==> config.mk <==
export PLATFORM = sky130hd
export DESIGN_NAME = uart_tx
export DESIGN_NICKNAME = d
export VERILOG_FILES = /design/src/rtl/uart_pkg.sv /design/src/rtl/uart_tx_fifo.sv /design/src/rtl/uart_tx.sv
export SDC_FILE = /design/constraint.sdc
export NUM_CORES = 1
export LEC_CHECK = 0
export BUFFER_PORTS_ARGS = -buffer_cell sky130_fd_sc_hd__buf_2
export CAP_MARGIN = 40
export CORE_MARGIN = 4
export CORE_UTILIZATION = 53
export DETAILED_ROUTE_END_ITERATION = 16
export PLACE_DENSITY_LB_ADDON = 0.25
export SLEW_MARGIN = 20
export SYNTH_ARGS = -nofsm -noshare
export SYNTH_HDL_FRONTEND = slang
export SYNTH_SLANG_ARGS = --single-unit
==> constraint.sdc <==
create_clock -name clk -period 3.55 [get_ports clk]
set_input_delay 0.71 -clock clk [delete_from_list [all_inputs] [get_ports clk]]
set_output_delay 0.71 -clock clk [all_outputs]
set_load 0.05 [all_outputs]
==> src/rtl/uart_pkg.sv <==
// Shared UART definitions: FSM state encoding, frame length and default bit period.
// Frame layout depends on UART_TX_PARITY_EN (even parity bit between data and stop).
package uart_pkg;

    localparam int CLKS_PER_BIT_DEFAULT = 144;
    localparam int DATA_BITS            = 8;

    localparam logic [2:0] ST_IDLE   = 3'd0;
    localparam logic [2:0] ST_START  = 3'd1;
    localparam logic [2:0] ST_DATA   = 3'd2;
    localparam logic [2:0] ST_STOP   = 3'd3;
    localparam logic [2:0] ST_PARITY = 3'd4;

`ifdef UART_TX_PARITY_EN
    localparam int FRAME_BITS = 11;
    typedef enum logic [2:0] {
        IDLE   = ST_IDLE,
        START  = ST_START,
        DATA   = ST_DATA,
        STOP   = ST_STOP,
        PARITY = ST_PARITY
    } state_t;
`else
    localparam int FRAME_BITS = 10;
    typedef enum logic [2:0] {
        IDLE  = ST_IDLE,
        START = ST_START,
        DATA  = ST_DATA,
        STOP  = ST_STOP
    } state_t;
`endif

endpackage

==> src/rtl/uart_tx_fifo.sv <==
// Synchronous byte FIFO between the CPU side and the transmitter; simultaneous
// push and pop keep the count unchanged. Storage is not reset, only pointers/count.
module uart_tx_fifo
    import uart_pkg::*;
#(
    parameter int FIFO_DEPTH = 4
) (
    input  logic                          clk,
    input  logic                          reset,
    input  logic [DATA_BITS-1:0]          in,
    input  logic                          write,
    input  logic                          pop,
    output logic [DATA_BITS-1:0]          out,
    output logic                          empty,
    output logic                          full,
    output logic [$clog2(FIFO_DEPTH):0]   count
);

    localparam int PW = $clog2(FIFO_DEPTH);

    logic [DATA_BITS-1:0] mem [FIFO_DEPTH];
    logic [PW-1:0]        wr_ptr;
    logic [PW-1:0]        rd_ptr;
    logic                 push;
    logic                 pull;

    assign empty = (count == '0);
    assign full  = (count == (PW+1)'(FIFO_DEPTH));
    assign push  = write & ~full;
    assign pull  = pop & ~empty;
    assign out   = mem[rd_ptr];

    // Pointers wrap naturally because the depth is a power of two.
    always_ff @(posedge clk) begin
        if (reset) begin
            wr_ptr <= '0;
            rd_ptr <= '0;
            count  <= '0;
        end else begin
            if (push)
                wr_ptr <= wr_ptr + 1'b1;
            if (pull)
                rd_ptr <= rd_ptr + 1'b1;
            if (push && !pull)
                count <= count + 1'b1;
            else if (!push && pull)
                count <= count - 1'b1;
        end
    end

    always_ff @(posedge clk) begin
        if (push)
            mem[wr_ptr] <= in;
    end

endmodule

==> src/rtl/uart_tx.sv <==
// 8N1 serial transmitter with input FIFO; frames are sent back-to-back.
// Define UART_TX_PARITY_EN to insert an even-parity bit before the stop bit.
module uart_tx
    import uart_pkg::*;
#(
    parameter int CLKS_PER_BIT = CLKS_PER_BIT_DEFAULT,
    parameter int FIFO_DEPTH   = 4
) (
    input  logic       clk,
    input  logic       reset,
    input  logic [7:0] in,
    input  logic       write,
    output logic       ready,
    output logic       tx,
    output logic       busy,
    output logic       done
);

    localparam int             BW        = $clog2(CLKS_PER_BIT);
    localparam logic [BW-1:0]  BAUD_LAST = BW'(CLKS_PER_BIT - 1);

    state_t                     state;
    state_t                     state_next;
    logic [BW-1:0]              baud;
    logic [3:0]                 bit_cnt;
    logic [7:0]                 shifter;
    logic [7:0]                 shifter_next;
    logic                       tick;
    logic                       load;
    logic                       tx_next;
    logic [7:0]                 fifo_out;
    logic                       fifo_empty;
    logic                       fifo_full;
    logic [$clog2(FIFO_DEPTH):0] fifo_count;
`ifdef UART_TX_PARITY_EN
    logic                       parity;
    logic                       parity_next;
`endif

    uart_tx_fifo #(.FIFO_DEPTH(FIFO_DEPTH)) u_fifo (
        .clk   (clk),
        .reset (reset),
        .in    (in),
        .write (write),
        .pop   (load),
        .out   (fifo_out),
        .empty (fifo_empty),
        .full  (fifo_full),
        .count (fifo_count)
    );

    assign ready = ~fifo_full;
    assign busy  = (state != IDLE) | (fifo_count != '0);
    assign tick  = (baud == BAUD_LAST);
    assign done  = (state == STOP) & tick;

    always_comb begin
        state_next = state;
        load       = 1'b0;
        case (state)
            IDLE: begin
                if (!fifo_empty) begin
                    load       = 1'b1;
                    state_next = START;
                end
            end
            START: if (tick) state_next = DATA;
            DATA: begin
                if (tick && bit_cnt == 4'd7) begin
`ifdef UART_TX_PARITY_EN
                    state_next = PARITY;
`else
                    state_next = STOP;
`endif
                end
            end
`ifdef UART_TX_PARITY_EN
            PARITY: if (tick) state_next = STOP;
`endif
            STOP: begin
                // Pop on the final stop clock so the next start bit follows with no gap.
                if (tick) begin
                    if (!fifo_empty) begin
                        load       = 1'b1;
                        state_next = START;
                    end else begin
                        state_next = IDLE;
                    end
                end
            end
            default: state_next = IDLE;
        endcase

        if (load)
            shifter_next = fifo_out;
        else if (state == DATA && tick)
            shifter_next = {1'b0, shifter[7:1]};
        else
            shifter_next = shifter;
`ifdef UART_TX_PARITY_EN
        parity_next = load ? ^fifo_out : parity;
`endif

        // tx is registered, so it is derived from the upcoming state and shifter.
        case (state_next)
            START:   tx_next = 1'b0;
            DATA:    tx_next = shifter_next[0];
`ifdef UART_TX_PARITY_EN
            PARITY:  tx_next = parity_next;
`endif
            default: tx_next = 1'b1;
        endcase
    end

    always_ff @(posedge clk) begin
        if (reset) begin
            state   <= IDLE;
            baud    <= '0;
            bit_cnt <= '0;
            tx      <= 1'b1;
        end else begin
            state <= state_next;
            tx    <= tx_next;
            if (load || state == IDLE || tick)
                baud <= '0;
            else
                baud <= baud + 1'b1;
            if (load)
                bit_cnt <= '0;
            else if (state == DATA && tick)
                bit_cnt <= bit_cnt + 1'b1;
        end
    end

    always_ff @(posedge clk) begin
        shifter <= shifter_next;
`ifdef UART_TX_PARITY_EN
        parity  <= parity_next;
`endif
    end

endmodule

==> flow_summary.ini <==
[run_status]
status = finished, final reports clean

[worst_setup_path]
worstReg2RegStart = baud[5]$_SDFF_PP0_
start_kind = register
arrival_ns = 2.88
r2r_slack_ns = 0.93
reg2reg_to = u_fifo.count[2]$_SDFFE_PP0P_
crit_type = reg -> reg
path_max_fanout = 12
reg2regPathDepth = 10
endpoint_kind = register
worst-endpoint-required_ns = 3.81

[floorplanning]
dieArea_um2 = 6210
die_w_um = 78.8
num_rows = 25
initial_core_util_pct = 55.5
io_pins = 15
design.core.area_um2 = 4790
die_h_um = 78.8

[placed_design]
dp_hpwl_mm = 3.04
portBuffers = 14
placed_cells = 278
gp_congestion = 0.717

[hold_path]
min_from = baud[0]$_SDFF_PP0_
hold_depth = 1
min_to = baud[0]$_SDFF_PP0_
hold_path.class = reg -> reg

[global_route]
antenna_found_initial = 0
grt_max_degree = 17
grt_usage_pct = 16.3
grt_pass1_wl_mm = 7.53
overflow = 0
grt_pass1_vias = 1604

[final_layout]
final_cells = 294
syn2layout_area_growth_pct = 13.7
drive_gt1_share_pct = 20.7
final.fill_count = 358
antenna_cells = 0
nNetsFinal = 241
fin_util_pct = 63.1

[synthesis]
synthCells = 202
synth_top_area_cell = edfxtp_1
ys_seq_area_share_pct = 63.7
synthTopCellsByArea = edfxtp_1, dfxtp_1, mux4_2
synth-edff-count = 39
ys_ff_latch = 65
async_flop_share_pct = 0
yosysTopAreaCellShare_pct = 44.1
synth_area_um2 = 2660
synth_ff_type = edfxtp_1
synthDistinctLibCells = 36
synth_nets = 221
avgSynthCellArea_um2 = 13.2
ys.warnings.count = 0

[run]
drv_cap = 0

[timing]
holdWs_ns = 0.463
min_period_ns = 2.62
max-slew-margin-rel_pct = 62.1
fmax_ghz = 0.382
slew_viol_final = 0
layout_worst_path_cycle_share_pct = 73.8
tightest_slew_ns = 0.567
rsz0062_at_grt = no
setup_tns_ns = 0
finClkSkew_ns = 0.00820
final-hold-violation-count = 0
final-setup-viol-count = 0

[clock_tree]
htreeDepth = 3
cts_setup_buffers = 0
root_buffer = clkbuf_8
clock_sinks = 65
clock_latency_ns = 0.33
postCtsResizedCells = 0
clk_pin_slew_ns = 0.07
cts_buffers = 9
clockBufferDepth = 2
ctsHoldBuffers = 0
cts_tree = yes

[pwr]
pwr-share-comb_pct = 21.2
powerDensity_nw_per_um2 = 704
clockPowerShare_pct = 31.5
p_sw_share_pct = 28.3
switchingPower_mw = 0.602
p_int_mw = 1.52
p_leak_nw = 1.09
seqPwrFrac_pct = 47.3
peakVddDrop_v = 0.000521

[detailed_routing]
vias = 1547
vias_per_cell = 5.26
routed_wirelength_mm = 4.37
ant_nets = 0
wl_per_cell_um = 14.9
dr.first_iter.drc_count = 155
dr.pass1.iters = 4
drt_drc_violations_left = 0
-- worst max-delay path: stages, from the launching register on --
cell,delay [ns]
dfxtp_1,0.34
or4b_1,0.62
nor3_1,0.25
o21ai_0,0.13
buf_4,0.19
ha_1,0.23
inv_1,0.08
fa_1,0.17
xor2_1,0.07
or3_1,0.30
a21oi_1,0.17
-- cell families (layout without fill, tap and decap cells) --
group                      Yosys count  in the layout  share of synthesized area [%]
other                                1              1                          0.141
muxes                               13             13                           8.76
buffers and inverters               19             44                           2.73
AOI/OAI and AO/OA                   13             13                           3.01
and+or+nand+nor                     68             68                           12.7
DFF                                 65             65                           63.7
adders and majority gates            8              8                           4.05
xor gates and xnor gates            15             15                           4.94
-- registers in the layout (all words and copies together) (netlist names), named ones only --
signal and cells:
state 3, shifter 8, baud 8, u_fifo.rd_ptr 2
u_fifo.mem 32, tx 1, bit_cnt 4, u_fifo.count 3
u_fifo.wr_ptr 2
-- power groups by stage --
stage | clock (mW) | combinational [mW] | sequential (mW)
floorplan | 0 | 0.367 | 0.986
global placement | 0 | 0.436 | 1.02
detailed placement | 0 | 0.453 | 1.02
CTS | 0.682 | 0.456 | 1.01
global route | 0.721 | 0.509 | 1.02
finish | 0.669 | 0.451 | 1.01
-- stage by stage --
stage	instance area, µm²	setup WS, ns	power [mW]
detailed placement	2800	0.978	1.48
floorplan	2660	0.961	1.35
global placement	2800	1.06	1.45
finish	3020	0.930	2.13
global route	3020	0.698	2.25
CTS	3020	0.908	2.15
-- synth_stat cells, types with 2 or more instances --
library cell	n
and3_1	6
inv_1	11
nand3_1	3
nor3_1	8
clkbuf_1	7
or3_1	2
nand2_1	12
mux4_2	8
edfxtp_1	39
mux2_2	2
or4b_1	2
ha_1	7
xnor2_1	7
nor2_1	24
xor2_1	8
o21ai_0	9
mux2i_1	3
dfxtp_1	26
-- how the worst max path moves through the flow --
stage | from | to | slack (ns)
5_1_grt | baud[5]$_SDFF_PP0_ | u_fifo.count[2]$_SDFFE_PP0P_ | 0.70
3_5_place_dp | baud[5]$_SDFF_PP0_ | u_fifo.count[1]$_SDFFE_PP0P_ | 0.98
6_report | baud[5]$_SDFF_PP0_ | u_fifo.count[2]$_SDFFE_PP0P_ | 0.93
3_3_place_gp | baud[5]$_SDFF_PP0_ | u_fifo.count[2]$_SDFFE_PP0P_ | 1.06
4_1_cts | baud[5]$_SDFF_PP0_ | u_fifo.count[2]$_SDFFE_PP0P_ | 0.91
2_1_floorplan | baud[0]$_SDFF_PP0_ | u_fifo.count[2]$_SDFFE_PP0P_ | 0.96
-- per-layer routing --
metal / track usage, % / vias up / wire length (µm)
li1: - / 755 / -
met1: 19.7 / 739 / 1870
met2: 26.7 / 48 / 2230
met3: 3.63 / 5 / 225
met4: 9.62 / 0 / 57
met5: 0 / - / 0
-- cell type report --
| class | count | area (µm²) | share of cell area, % |
|---|---|---|---|
| clock buffers | 9 | 124 | 4.10 |
| clock inverters | 7 | 95.1 | 3.15 |
| inverters | 11 | 41.3 | 1.37 |
| multi-input cells | 118 | 893 | 29.6 |
| flip-flops and latches | 65 | 1690 | 56.0 |
| well taps | 67 | 83.8 | 2.77 |
| repair buffers | 17 | 92.6 | 3.06 |
-- cells in the final DEF, fill, tap and decap left out, types with 2 or more instances in the layout --
cell	count
ha_1	7
xor2_1	8
inv_1	11
mux4_2	8
edfxtp_1	39
nand2_1	12
dfxtp_1	26
mux2_2	2
or3_1	2
nand3_1	3
o21ai_0	9
clkbuf_8	9
buf_4	3
bufinv_16	2
mux2i_1	3
xnor2_1	7
nor3_1	8
or4b_1	2
nor2_1	24
buf_2	14
and3_1	6
clkinvlp_4	3
(Power assumes the default switching activity.)
